## src/rtl/mdu_pkg.sv

```systemverilog
// Shared MDU types and defaults.
//   word_t / rob_id_t : result word and reorder-buffer id carried through writeback
//   MUL_LAT_DEF / DIV_LAT_DEF / WB_DEPTH_DEF : default latencies and FIFO depth
//   sched_entry_t : one completion-schedule slot (valid, rob_id)
package mdu_pkg;

   localparam int WORD_W   = 32;
   localparam int ROB_ID_W = 6;

   typedef logic [WORD_W-1:0]   word_t;
   typedef logic [ROB_ID_W-1:0] rob_id_t;

   localparam int MUL_LAT_DEF  = 2;
   localparam int DIV_LAT_DEF  = 34;
   localparam int WB_DEPTH_DEF = 4;

   typedef struct packed {
      logic    valid;
      rob_id_t rob_id;
   } sched_entry_t;

endpackage

```

## src/rtl/mdu_wb_fifo.sv

```systemverilog
// Writeback FIFO for MDU results. Outputs come straight from storage registers,
// so a push in cycle c is visible at the head in cycle c+1.
// Ports:
//   clk, rst_n (sync, active low), flush    : clock, reset, discard contents
//   push, push_data, push_rob_id            : enqueue one result
//   pop_ready                               : downstream ready; pop = wb_valid & pop_ready
//   wb_valid, wb_data, wb_rob_id            : FIFO head
//   count                                   : registered occupancy
module mdu_wb_fifo
   import mdu_pkg::*;
#(
   parameter int DEPTH = WB_DEPTH_DEF,
   localparam int PW = (DEPTH > 1) ? $clog2(DEPTH) : 1,
   localparam int CW = $clog2(DEPTH + 1)
) (
   input  logic          clk,
   input  logic          rst_n,
   input  logic          flush,
   input  logic          push,
   input  word_t         push_data,
   input  rob_id_t       push_rob_id,
   input  logic          pop_ready,
   output logic          wb_valid,
   output word_t         wb_data,
   output rob_id_t       wb_rob_id,
   output logic [CW-1:0] count
);

   word_t         data_q [DEPTH];
   rob_id_t       rob_q  [DEPTH];
   logic [PW-1:0] wr_ptr_q;
   logic [PW-1:0] rd_ptr_q;
   logic [CW-1:0] cnt_q;
   logic          pop;

   function automatic logic [PW-1:0] ptr_inc(input logic [PW-1:0] p);
      logic [PW-1:0] r;
      if (p == PW'(DEPTH - 1)) r = '0;
      else                     r = p + 1'b1;
      return r;
   endfunction

   assign pop = (cnt_q != '0) && pop_ready;

   always_ff @(posedge clk) begin
      if (!rst_n || flush) begin
         wr_ptr_q <= '0;
         rd_ptr_q <= '0;
         cnt_q    <= '0;
         for (int i = 0; i < DEPTH; i++) begin
            data_q[i] <= '0;
            rob_q[i]  <= '0;
         end
      end else begin
         if (push) begin
            data_q[wr_ptr_q] <= push_data;
            rob_q[wr_ptr_q]  <= push_rob_id;
            wr_ptr_q         <= ptr_inc(wr_ptr_q);
         end
         if (pop) rd_ptr_q <= ptr_inc(rd_ptr_q);
         case ({push, pop})
            2'b10:   cnt_q <= cnt_q + 1'b1;
            2'b01:   cnt_q <= cnt_q - 1'b1;
            default: cnt_q <= cnt_q;
         endcase
      end
   end

   assign wb_valid  = (cnt_q != '0);
   assign wb_data   = data_q[rd_ptr_q];
   assign wb_rob_id = rob_q[rd_ptr_q];
   assign count     = cnt_q;

endmodule

```

## src/rtl/mdu_sched.sv

```systemverilog
// MDU issue scheduler: round-robin arbitration between two requesters, a
// completion schedule that predicts which cycle each result appears on
// res_data_i, and a credit check so results always fit in the writeback FIFO.
// Ports:
//   clk, rst_n (sync, active low), flush
//   req_valid_i/req_is_div_i/req_rob_id_i   : per-requester issue requests
//   req_ready_o                             : per-requester grant (one-hot or zero)
//   issue_valid_o/issue_sel_o/issue_is_div_o: operand latch strobe, mux select, op class
//   res_data_i                              : MDU result bus, captured on scheduled completion
//   wb_valid_o/wb_data_o/wb_rob_id_o        : writeback FIFO head
//   wb_ready_i                              : downstream ready
module mdu_sched
   import mdu_pkg::*;
#(
   parameter int MUL_LAT  = MUL_LAT_DEF,
   parameter int DIV_LAT  = DIV_LAT_DEF,
   parameter int WB_DEPTH = WB_DEPTH_DEF
) (
   input  logic          clk,
   input  logic          rst_n,
   input  logic          flush,
   input  logic [1:0]    req_valid_i,
   input  logic [1:0]    req_is_div_i,
   input  rob_id_t [1:0] req_rob_id_i,
   output logic [1:0]    req_ready_o,
   output logic          issue_valid_o,
   output logic          issue_sel_o,
   output logic          issue_is_div_o,
   input  word_t         res_data_i,
   output logic          wb_valid_o,
   output word_t         wb_data_o,
   output rob_id_t       wb_rob_id_o,
   input  logic          wb_ready_i
);

   localparam int CW  = $clog2(WB_DEPTH + 1);
   localparam int DCW = (DIV_LAT > 2) ? $clog2(DIV_LAT) : 1;

   // sched_q[k] is the op whose result is on res_data_i k cycles from now.
   // A grant with latency L lands in slot L-1 of the next cycle, so the
   // highest slot ever occupied is DIV_LAT-1.
   sched_entry_t   sched_q [DIV_LAT];
   logic [CW-1:0]  in_flight_q;
   logic [CW-1:0]  wb_count;
   logic [DCW-1:0] div_cnt_q;
   logic           ptr_q;

   logic           credit_ok;
   logic           mul_slot_free;
   logic           div_idle;
   logic           complete;
   logic [1:0]     elig;
   logic           gnt;
   logic           gnt_idx;
   logic           gnt_is_div;
   rob_id_t        gnt_rob;

   assign credit_ok     = ({1'b0, in_flight_q} + {1'b0, wb_count}) < (CW+1)'(WB_DEPTH);
   assign mul_slot_free = !sched_q[MUL_LAT].valid;
   // A divide can never collide on its completion slot: nothing in flight
   // completes later than DIV_LAT-1 cycles from now.
   assign div_idle      = (div_cnt_q == '0);
   assign complete      = sched_q[0].valid;

   always_comb begin
      elig        = '0;
      gnt         = 1'b0;
      gnt_idx     = 1'b0;
      req_ready_o = '0;
      for (int i = 0; i < 2; i++) begin
         elig[i] = req_valid_i[i] && credit_ok &&
                   (req_is_div_i[i] ? div_idle : mul_slot_free);
      end
      if (rst_n && !flush) begin
         if (elig[ptr_q]) begin
            gnt     = 1'b1;
            gnt_idx = ptr_q;
         end else if (elig[~ptr_q]) begin
            gnt     = 1'b1;
            gnt_idx = ~ptr_q;
         end
      end
      if (gnt) req_ready_o[gnt_idx] = 1'b1;
   end

   assign gnt_is_div     = req_is_div_i[gnt_idx];
   assign gnt_rob        = req_rob_id_i[gnt_idx];
   assign issue_valid_o  = gnt;
   assign issue_sel_o    = gnt_idx;
   assign issue_is_div_o = gnt && gnt_is_div;

   always_ff @(posedge clk) begin
      if (!rst_n || flush) begin
         for (int k = 0; k < DIV_LAT; k++) sched_q[k] <= '0;
         in_flight_q <= '0;
         div_cnt_q   <= '0;
         ptr_q       <= 1'b0;
      end else begin
         for (int k = 0; k < DIV_LAT - 1; k++) sched_q[k] <= sched_q[k+1];
         sched_q[DIV_LAT-1] <= '0;
         if (gnt) begin
            if (gnt_is_div) sched_q[DIV_LAT-1] <= sched_entry_t'{valid: 1'b1, rob_id: gnt_rob};
            else            sched_q[MUL_LAT-1] <= sched_entry_t'{valid: 1'b1, rob_id: gnt_rob};
            ptr_q <= ~gnt_idx;
         end
         case ({gnt, complete})
            2'b10:   in_flight_q <= in_flight_q + 1'b1;
            2'b01:   in_flight_q <= in_flight_q - 1'b1;
            default: in_flight_q <= in_flight_q;
         endcase
         // Divider blocks further divides for DIV_LAT-2 cycles after the grant,
         // so the next divide may go DIV_LAT-1 cycles after the previous one.
         if (gnt && gnt_is_div) div_cnt_q <= DCW'(DIV_LAT - 2);
         else if (!div_idle)    div_cnt_q <= div_cnt_q - 1'b1;
      end
   end

   mdu_wb_fifo #(
      .DEPTH (WB_DEPTH)
   ) u_wb_fifo (
      .clk         (clk),
      .rst_n       (rst_n),
      .flush       (flush),
      .push        (complete),
      .push_data   (res_data_i),
      .push_rob_id (sched_q[0].rob_id),
      .pop_ready   (wb_ready_i),
      .wb_valid    (wb_valid_o),
      .wb_data     (wb_data_o),
      .wb_rob_id   (wb_rob_id_o),
      .count       (wb_count)
   );

endmodule
```

## config.mk

```make
export PLATFORM = sky130hd
export DESIGN_NAME = mdu_sched
export DESIGN_NICKNAME = d
export VERILOG_FILES = /design/src/rtl/mdu_pkg.sv /design/src/rtl/mdu_wb_fifo.sv /design/src/rtl/mdu_sched.sv
export SDC_FILE = /design/constraint.sdc
export NUM_CORES = 1
export LEC_CHECK = 0
export ABC_CLOCK_PERIOD_IN_PS = 3650
export CAP_MARGIN = 20
export CORE_ASPECT_RATIO = 1.5
export CORE_UTILIZATION = 31
export DETAILED_ROUTE_END_ITERATION = 8
export GPL_TIMING_DRIVEN = 0
export SKIP_CTS_REPAIR_TIMING = 1
export SYNTH_ARGS = -nofsm -noshare
export SYNTH_HDL_FRONTEND = slang
export SYNTH_SLANG_ARGS = --single-unit
```

## constraint.sdc

```tcl
create_clock -name clk -period 3.65 [get_ports clk]
set_clock_uncertainty 0.2 [all_clocks]
set_input_delay 0.9125 -clock clk [delete_from_list [all_inputs] [get_ports clk]]
set_output_delay 0.9125 -clock clk [all_outputs]
set_load 0.01 [all_outputs]
```

; ---- Word level (Yosys, flattened, before mapping)
; Memories as Yosys holds them, arrays and structs flattened. A register that Yosys moved wholly into a read port is not among the register bits.
; Index checks and enable logic that the tools add are counted.
[classes]
n_addsub = 8
n_lt_le_gt_ge = 5
n_eq_ne = 7
n_mux = 85
bitwise_logic = 38
n_reduce_logical = 19
[ops]
columns = cell, n
row1 = $mux W7, 36
row2 = $or A1 B1 Y1, 36
row3 = $mux W32, 1
row4 = $reduce_or A32 Y1, 1
row5 = $mux W1, 31
row6 = $mux W6, 5
row7 = $mux W2, 9
row8 = $pmux W3 S2, 2
row9 = $eq A2 B2 Y1 const B, 4
row10 = $logic_and A1 B1 Y1, 8
row11 = $add A3 B1 Y3 const B, 2
row12 = $logic_not A6 Y1, 1
row13 = $lt A1 B2 Y1 const B, 3
row14 = $reduce_or A6 Y1, 1
row15 = $sub A3 B1 Y3 const B, 2
row16 = $sub A6 B1 Y6 const B, 1
row17 = $add A2 B1 Y2 const B, 2
row18 = $add A3 B3 Y4, 1
row19 = $eq A2 B1 Y1 const B, 2
row20 = $lt A4 B3 Y1 const B, 1
row21 = $reduce_bool A2 Y1, 2
row22 = $logic_not A1 Y1, 3
row23 = $reduce_bool A3 Y1, 1
row24 = $ne A2 B2 Y1 const B, 1
row25 = other kinds (5), 6
[word_totals]
ff_bits = 17
mem_bits_rw = 390
inputBits = 52
word_cells = 172
n_memories = 3
[memory_table]
columns = memory, depth, word_bits, rd, rd_ports_with_merged_regs, write_ports, line_no
row1 = sched_q, 34, 7, 34, 0, 34, mdu_sched.sv:42  ; sched_entry_t sched_q [DIV_LAT];
row2 = u_wb_fifo.data_q, 4, 32, 1, 1, 4, mdu_wb_fifo.sv:29  ; word_t data_q [DEPTH];
row3 = u_wb_fifo.rob_q, 4, 6, 1, 1, 4, mdu_wb_fifo.sv:30  ; rob_id_t rob_q [DEPTH];

; ---- Depth between registers and ports, before layout
; Gate-level depths: netlist (run 1).
[logic_depth]
word_depth = 16
depth_mapped = 11
depth_no_buf = 11

; ---- Hierarchy
; Synthesis (run 1) repeated with hierarchy kept, for this count alone.
[hier_totals]
hier_cells = 1034
area_unflattened_um2 = 14442.6
[modules_own_cells]
columns = mod, instances, cells_each, area_each_um2, seq_area_each_um2
row1 = mdu_sched, 1, 611, 7420.9, 5034.8
row2 = mdu_wb_fifo, 1, 423, 7021.7, 4744.6

; ---- Worst setup path after synthesis (run 1)
; OpenSTA, ideal clock, no wires.
[synth_timing]
path_kind = in2reg
startpoint = input rst_n
endpoint = memory u_wb_fifo.data_q[1][0] (netlist bit), enable pin
t_arrival_ns = 2.759
t_required_ns = 3.049
path_slack_ns = 0.290
stages = 6
n_path_buf = 2
cell_sequence = nor2b_1 buf_6 nand2_1 nor3b_1 clkbuf_1 nand2b_1
[synth_lines]
columns = item, line_no
row1 = "start, declared", mdu_sched.sv:20  ; input logic rst_n,
row2 = "end, declared", mdu_wb_fifo.sv:29

==> results.md, run 1 <==
- Post-synth ARST share: 0%
- Routability cong.: 0.7248
- DP Wirelength: 17.52 mm
- Clock slew at reported path FFs: roughly 60 ps
- CTS Buf Count: 40
- Pre-CTS WS: -602.2 ps
- Post-synth cell types: 39
- Max-cap viol count: 0
- Worst setup SP type: flop
- GRT Overall Usage: 11.64%
- Commonest non-fill, non-tap cell in the layout: and2_1
- Drt via density: ~4.3
- Ys Warns: 0
- Layout Nets: 1230
- Die Y: between 200 and 300 um
- Worst slew margin: 51.71%
- Detail Route Antenna Nets: 0
- Min cycle time layout: 3544 ps
- Worst hold margin: between 200 and 250 ps
- Seq cells post-synth: 409
- # fillers: between 4000 and 5000
- Die area: 46250 um^2
- Drc violations: 0
- CP max FO: 10
- Mapped Cells: 1023
- Post-Syn Area per Cell: 13.75 um^2
- Status: finished clean
- Initial Util: 31.39%
- Syn_nets: 1085
- Final cell count without fillers: 1782
- # IOs: 96
- Initial DRC count: approximately 260
- Chip Width: 175.9 um
- Synthesized cell area: around 14000 um^2
- Clock sink count: 409
- Antenna violations before repair: 0
- Worst IR Drop VDD: about 0.41 mV
- Layout cell share with drive strength beyond 1: 11.18%
- Root buf cell: clkbuf_16
- Worst-Margin Slew: 724.3 ps
- Pre-Repair DR Iteration Count: 4
- Final WL: 26.44 mm
- Vias: 7663
- Period utilisation layout: 97.10%
- First-pass GRT wire length: 41.95 mm
- H-Tree Depth: 2
- Largest net degree at the start of global routing: 25
- Post-synth top area cell: dfxtp_1
- Routed len/inst: 14.83 um
- RSZ-0062 raised after global routing: false
- Register area share after synthesis: 69.02%
- Final number of setup-violating endpoints: 0
- Crit Path Class: flop to primary output
- Pwr Density: 560.5 nW/um^2
- Hold Vio Cnt, Final: 0
- Worst Path Required: about 2500 ps
- Setup ws final: 106.0 ps
- Std cell rows: 95
- Synth top area cells: dfxtp_1 37%, edfxtp_1 32%, and2_1 15%
- Critical path data arrival time: between 2000 and 2500 ps
- Grt ovf: 0
- Min-delay worst type: flop to flop
- Core ar.: 44810 um^2
- Synth top area share: 36.57%
- TritonCTS clock tree: yes
- Area delta synth->final: 22.75%
- Slew Limit Fails: 0
- F_max: 282.2 MHz
- Clock tree buffer depth: 3
- Latest clock arrival within the worst-skew pair: 520 ps
- Post-synth EDFFs: 152
- Leak Pwr: 6.850 nW
- Most frequent cells in the layout: 339 x and2_1, 257 x dfxtp_1, 152 x edfxtp_1
- Number of buffers added on ports: 95
- Predominant post-synthesis flop cell: dfxtp_1
- Crit. End Element: primary output
- Vias in the first global route: 7946
- Placed Instances: 1704
## power by group
part | total (W) | internal (W) | switching, W
Sequential | 0.00490 | 0.00484 | 0.0000562
Combinational | 0.000744 | 0.000351 | 0.000394
Clock | 0.00404 | 0.00238 | 0.00166
Total | 0.00968 | 0.00757 | 0.00211
## cell usage after synthesis (2+ instances only)
cell type and instances:
a21oi_1 14, and2_1 339, and3_1 40, and3_2 2
buf_2 5, buf_6 3, clkbuf_1 52, dfxtp_1 257
edfxtp_1 152, fa_1 2, ha_1 8, inv_1 11
mux2i_1 8, mux4_2 38, nand2_1 12, nand2b_1 4
nand3_1 4, nand4b_1 2, nor2_1 21, nor2b_1 2
nor3_1 8, nor3b_1 3, o21ai_0 7, o21ai_1 4
or3_1 4, xnor2_1 5, xor2_1 4
## state kept, by name, summed over array words and instances, names as in the netlist, named ones only
signal	count
u_wb_fifo.rob_q	24
u_wb_fifo.count	3
u_wb_fifo.data_q	128
u_wb_fifo.wr_ptr_q	2
ptr_q	1
sched_q	238
u_wb_fifo.rd_ptr_q	2
div_cnt_q	6
in_flight_q	3
## worst max-delay path, stage by stage (launching register included)
cell and delay [ps]:
dfxtp_1 330, clkbuf_2 300, clkbuf_2 370, mux4_2 400, clkdlybuf4s50_1 510
## final timing paths
kind                                          from              to  slack (ps)  depth (start not counted)
worst min register to register       sched_q[1][5]   sched_q[0][5]         210                          1
worst max-delay path                          flop   wb_data_o[27]         110                          4
worst min-delay path                 sched_q[1][5]   sched_q[0][5]         210                          1
worst max register to register  u_wb_fifo.count[2]  in_flight_q[2]         540                         10
## layout make-up
| type | instances | area [um^2] | area share [%] |
|---|---|---|---|
| Sequential cell | 409 | 9709 | 56.23 |
| Multi-Input combinational cell | 542 | 4110 | 23.80 |
| Clock buffer | 64 | 1187 | 6.876 |
| Timing Repair Buffer | 103 | 1091 | 6.318 |
| Tap cell | 582 | 728.2 | 4.217 |
| Buffer | 61 | 287.8 | 1.667 |
| Clock inverter | 9 | 110.1 | 0.6376 |
| Inverter | 11 | 41.29 | 0.2391 |
| Antenna cell | 1 | 2.502 | 0.01449 |
## layer usage
layer  up-vias  track usage (%)  wire length [um]
met5         -                0                 0
met3        34            1.895               926
met2       133            21.56             13910
met1      3759            13.35             11070
li1       3737                -                 -
met4         0            3.901               524
## through the flow
stage                     total power, W  area, um^2  TNS [ps]  utilization (%)
final                           0.009679       17270         0            38.53
after floorplan                 0.005454       14070         0                -
after detailed placement        0.005733       15840    -52570            35.36
after global routing             0.01005       17270         0            38.53
after global placement          0.005722       15750   -222260            35.14
after CTS                       0.009788       17140    -10430            38.25
## logic make-up (layout without fill, tap and decap cells)
kind of cell,after synthesis,in the layout,synth area share (%)
compound gates,32,32,1.343
xor+xnor,9,9,0.5603
fa+ha+maj,10,10,0.9962
buf+inv,72,248,2.126
flops,409,409,69.02
mux,46,46,6.653
other cells,0,1,0
simple gates,445,445,19.30
No activity file was read; power rests on OpenSTA's default activity.
==> inputs of run 2 (changes only) <==
ABC_AREA = 1   (was not set)
HOLD_SLACK_MARGIN = 0.08   (was not set)
==> run 2 against run 1 <==
  * Synthesized area is 2.7% higher
  * Cell area grew 3.5%
  * Critical endpoint is now issue_is_div_o
  * Non-clock buffer count up 15
  * Combinational power up 25%
  * Global-route usage is 0.75 points higher
  * Largest cell class unchanged
  * Core utilization rose by 0.41 points
  * Routed wire length increased by 10%
==> results.md, run 2 <==
- Post-Syn Area per Cell: approximately 9.6 um^2
- Area delta synth->final: 23.70%
- Period utilisation layout: 98.13%
- Pre-CTS WS: -857.3 ps
- Pwr Density: 561.1 nW/um^2
- Internal: ~0.0077 W
- Worst setup SP type: primary input
- Detail Route Antenna Nets: 0
- Grt ovf: 0
- Min-delay worst type: flop to flop
- Root buf cell: clkbuf_16
- Clock slew at reported path FFs: 60 ps
- End of the worst hold path: sched_q[15][3]
- Final WL: 29.10 mm
- Final number of setup-violating endpoints: 0
- Min cycle time layout: 3582 ps
- Initial DRC count: 470
- GRT Overall Usage: roughly 12%
- Switch Pwr: 0.002277 W
- Largest register by flop count: sched_q
- Leak Pwr: just under 7 nW
- Hold Vio Cnt, Final: 0
- Number of flip-flops under the largest register name: 238
- Number of buffers added on ports: between 90 and 100
- Synth top area cells: dfxtp_1 36%, edfxtp_1 32%, nor2_1 12%
- # IOs: 96
- Synth cell count leaders: 470 x nor2_1, 307 x inv_1, 257 x dfxtp_1
- Synth Area in Adders: 0.9701%
- TritonCTS clock tree: yes
- Worst reg2reg startpoint: in_flight_q[2]
- Layout cell share with drive strength beyond 1: a little under a tenth
- Dominant cell by count in the synthesized netlist: nor2_1
- Worst slew margin: 50.12%
- Worst-Margin Slew: between 700 and 800 ps
- Synthesized cell area: 14450 um^2
- Vias: 9634
- Seq cells post-synth: 409
- Std cell rows: 96
- First-pass GRT wire length: 46.22 mm
- Slowest-stage cell, CP: clkdlybuf4s50_1
- Clock power share: 42.0%
- Main combinational cell family by area after synthesis: simple AND/OR/NAND/NOR gates
- Top Registers: sched_q: 238 flops, u_wb_fifo.data_q: 128 flops, u_wb_fifo.rob_q: 24 flops
- Beginning of the worst hold path: sched_q[16][3]
- Sequential share of power: between 40% and 50%
- Most Frequent Cell on Critical Path: nand2_8
- Critical path data arrival time: 2470 ps
- Worst Path Required: 2540 ps
- CP delay by family, top: buffers and inverters
- Layout Nets: 1728
- Syn_nets: 1572
- Routed len/inst: approximately 13 um
- Slew Limit Fails: 0
- Chip Width: 178.3 um
- Clock tree buffer depth: 3
- Pre-Repair DR Iteration Count: 5
- Post-synthesis simple-gate area fraction: 16.17%
- Die Y: 266.4 um
- Clock sink count: approximately 410
- FF-to-FF path depth: 18
- Post-synth EDFFs: roughly 150
- Latest clock arrival within the worst-skew pair: 530 ps
- Core ar.: 45880 um^2
- Crit. End Element: primary output
- F_max: 279.2 MHz
- Max-cap viol count: 0
- Post-synth top area cell: dfxtp_1
- Mapped Cells: 1510
- Drt via density: around 4.2
- Post-synthesis mux area share: less than 1%
- Number of buffer and inverter stages on the critical path: 4
- Reg2reg setup slack: 500 ps
- Vias in the first global route: 9436
- Initial Util: 31.48%
- Crit Path Class: primary input to primary output
- CTS Buf Count: 41
- Reg2Reg Capture Point: in_flight_q[2]
- Xor and xnor area share after synthesis: 0.2425%
- TNS Setup: 0 ps
- Predominant post-synthesis flop cell: dfxtp_1
- Die area: between 40000 and 50000 um^2
- Commonest non-fill, non-tap cell in the layout: nor2_1
- Sw frac: ~23%
- Largest net degree at the start of global routing: 28
- Compound-cell area share of the yosys netlist: 5.214%
- Total Power: 0.01003 W
- Drc violations: 0
- Post-synth ARST share: 0%
- Comb pwr share: 9.3%
- Most frequent cells in the layout: 469 x nor2_1, 307 x inv_1, 257 x dfxtp_1
- DP Wirelength: 19.80 mm
- Post-synth cell types: 35
- Status: finished clean
- Diode count: 0
- Register area share after synthesis: 67.22%
- Synth top area share: 35.62%
- Setup ws final: 68.31 ps
- Hold depth: 2
- H-Tree Depth: 2
- Crit-path cells: clkdlybuf4s50_1 > nor2_1 > nor2_4 > nand2_2 > nor2_8 > buf_12 > nand2_8 > nand2_8 > nand3_4 > inv_1 > clkbuf_2
- Ys Warns: 0
- Antenna violations before repair: 0
- Routability cong.: 0.7524
- Worst IR Drop VDD: ~0.26 mV
- Max incr delay on CP: 540 ps
- CP max FO: 10
-- run 2: worst max path at each step --
stage                     slack (ps)  cells past startpoint            start                      to
after global placement         -1170                      8            flush  u_wb_fifo.data_q[1][2]
after detailed placement        -860                     10            rst_n          issue_is_div_o
after CTS                       -860                     10            rst_n          issue_is_div_o
final                             70                     11  req_is_div_i[1]          issue_is_div_o
after global routing             -20                      5             flop            wb_data_o[6]
after floorplan                  380                      9            flush  u_wb_fifo.data_q[0][0]
-- run 2: area by class of cell --
class / instances / area [um^2]
timing repair inverter: 1 / 5.005
buffer: 67 / 319.1
clock inverter: 12 / 151.4
fill: 4469 / 28020
clock buffer: 58 / 1212
tap: 588 / 735.7
sequential: 409 / 9709
timing repair buffer: 112 / 1190
inverter: 317 / 1196
multi-input combinational: 717 / 3349
-- run 2: logic make-up after synthesis --
group | Yosys count
xor+xnor | 4
compound gates | 138
fa+ha+maj | 10
flops | 409
simple gates | 564
buf+inv | 384
mux | 1
-- run 2: per-stage QoR --
stage | hold WS [ps] | cells | instance area [um^2] | utilization [%]
3_3_place_gp | 195.9 | 2193 | 16140 | 35.17
4_1_cts | 190.8 | 2269 | 17650 | 38.47
2_1_floorplan | 193.6 | 1510 | 14450 | -
3_5_place_dp | 199.8 | 2199 | 16290 | 35.49
6_report | 189.2 | 2281 | 17870 | 38.94
5_1_grt | 206.8 | 2281 | 17870 | 38.94
-- run 2: metal layers --
layer / track usage [%] / wire length (um)
met4: 4.581 / 713
met5: 0 / 0
met3: 2.165 / 1513
met1: 13.53 / 11670
met2: 23.43 / 15200
-- run 2: power by group through the flow --
stage          Combinational (W)  Clock (W)  Sequential, W
2_1_floorplan           0.000618          0        0.00498
3_3_place_gp            0.000855          0        0.00499
3_5_place_dp            0.000897          0        0.00499
4_1_cts                 0.000901    0.00431        0.00489
5_1_grt                  0.00103    0.00448        0.00490
6_report                0.000928    0.00421        0.00489
-- run 2: worst register-to-register path, stage by stage (launching register included) --
cell	delay (ps)
dfxtp_1	320
ha_1	290
nor2_1	140
nand2_1	70
nor2_1	160
nand2_2	110
nor2_8	120
buf_6	130
inv_4	40
nand2_4	70
buf_12	100
buf_4	170
inv_1	70
ha_1	240
fa_1	390
a21oi_1	140
o21a_1	160
o21ai_0	80
a21oi_1	110
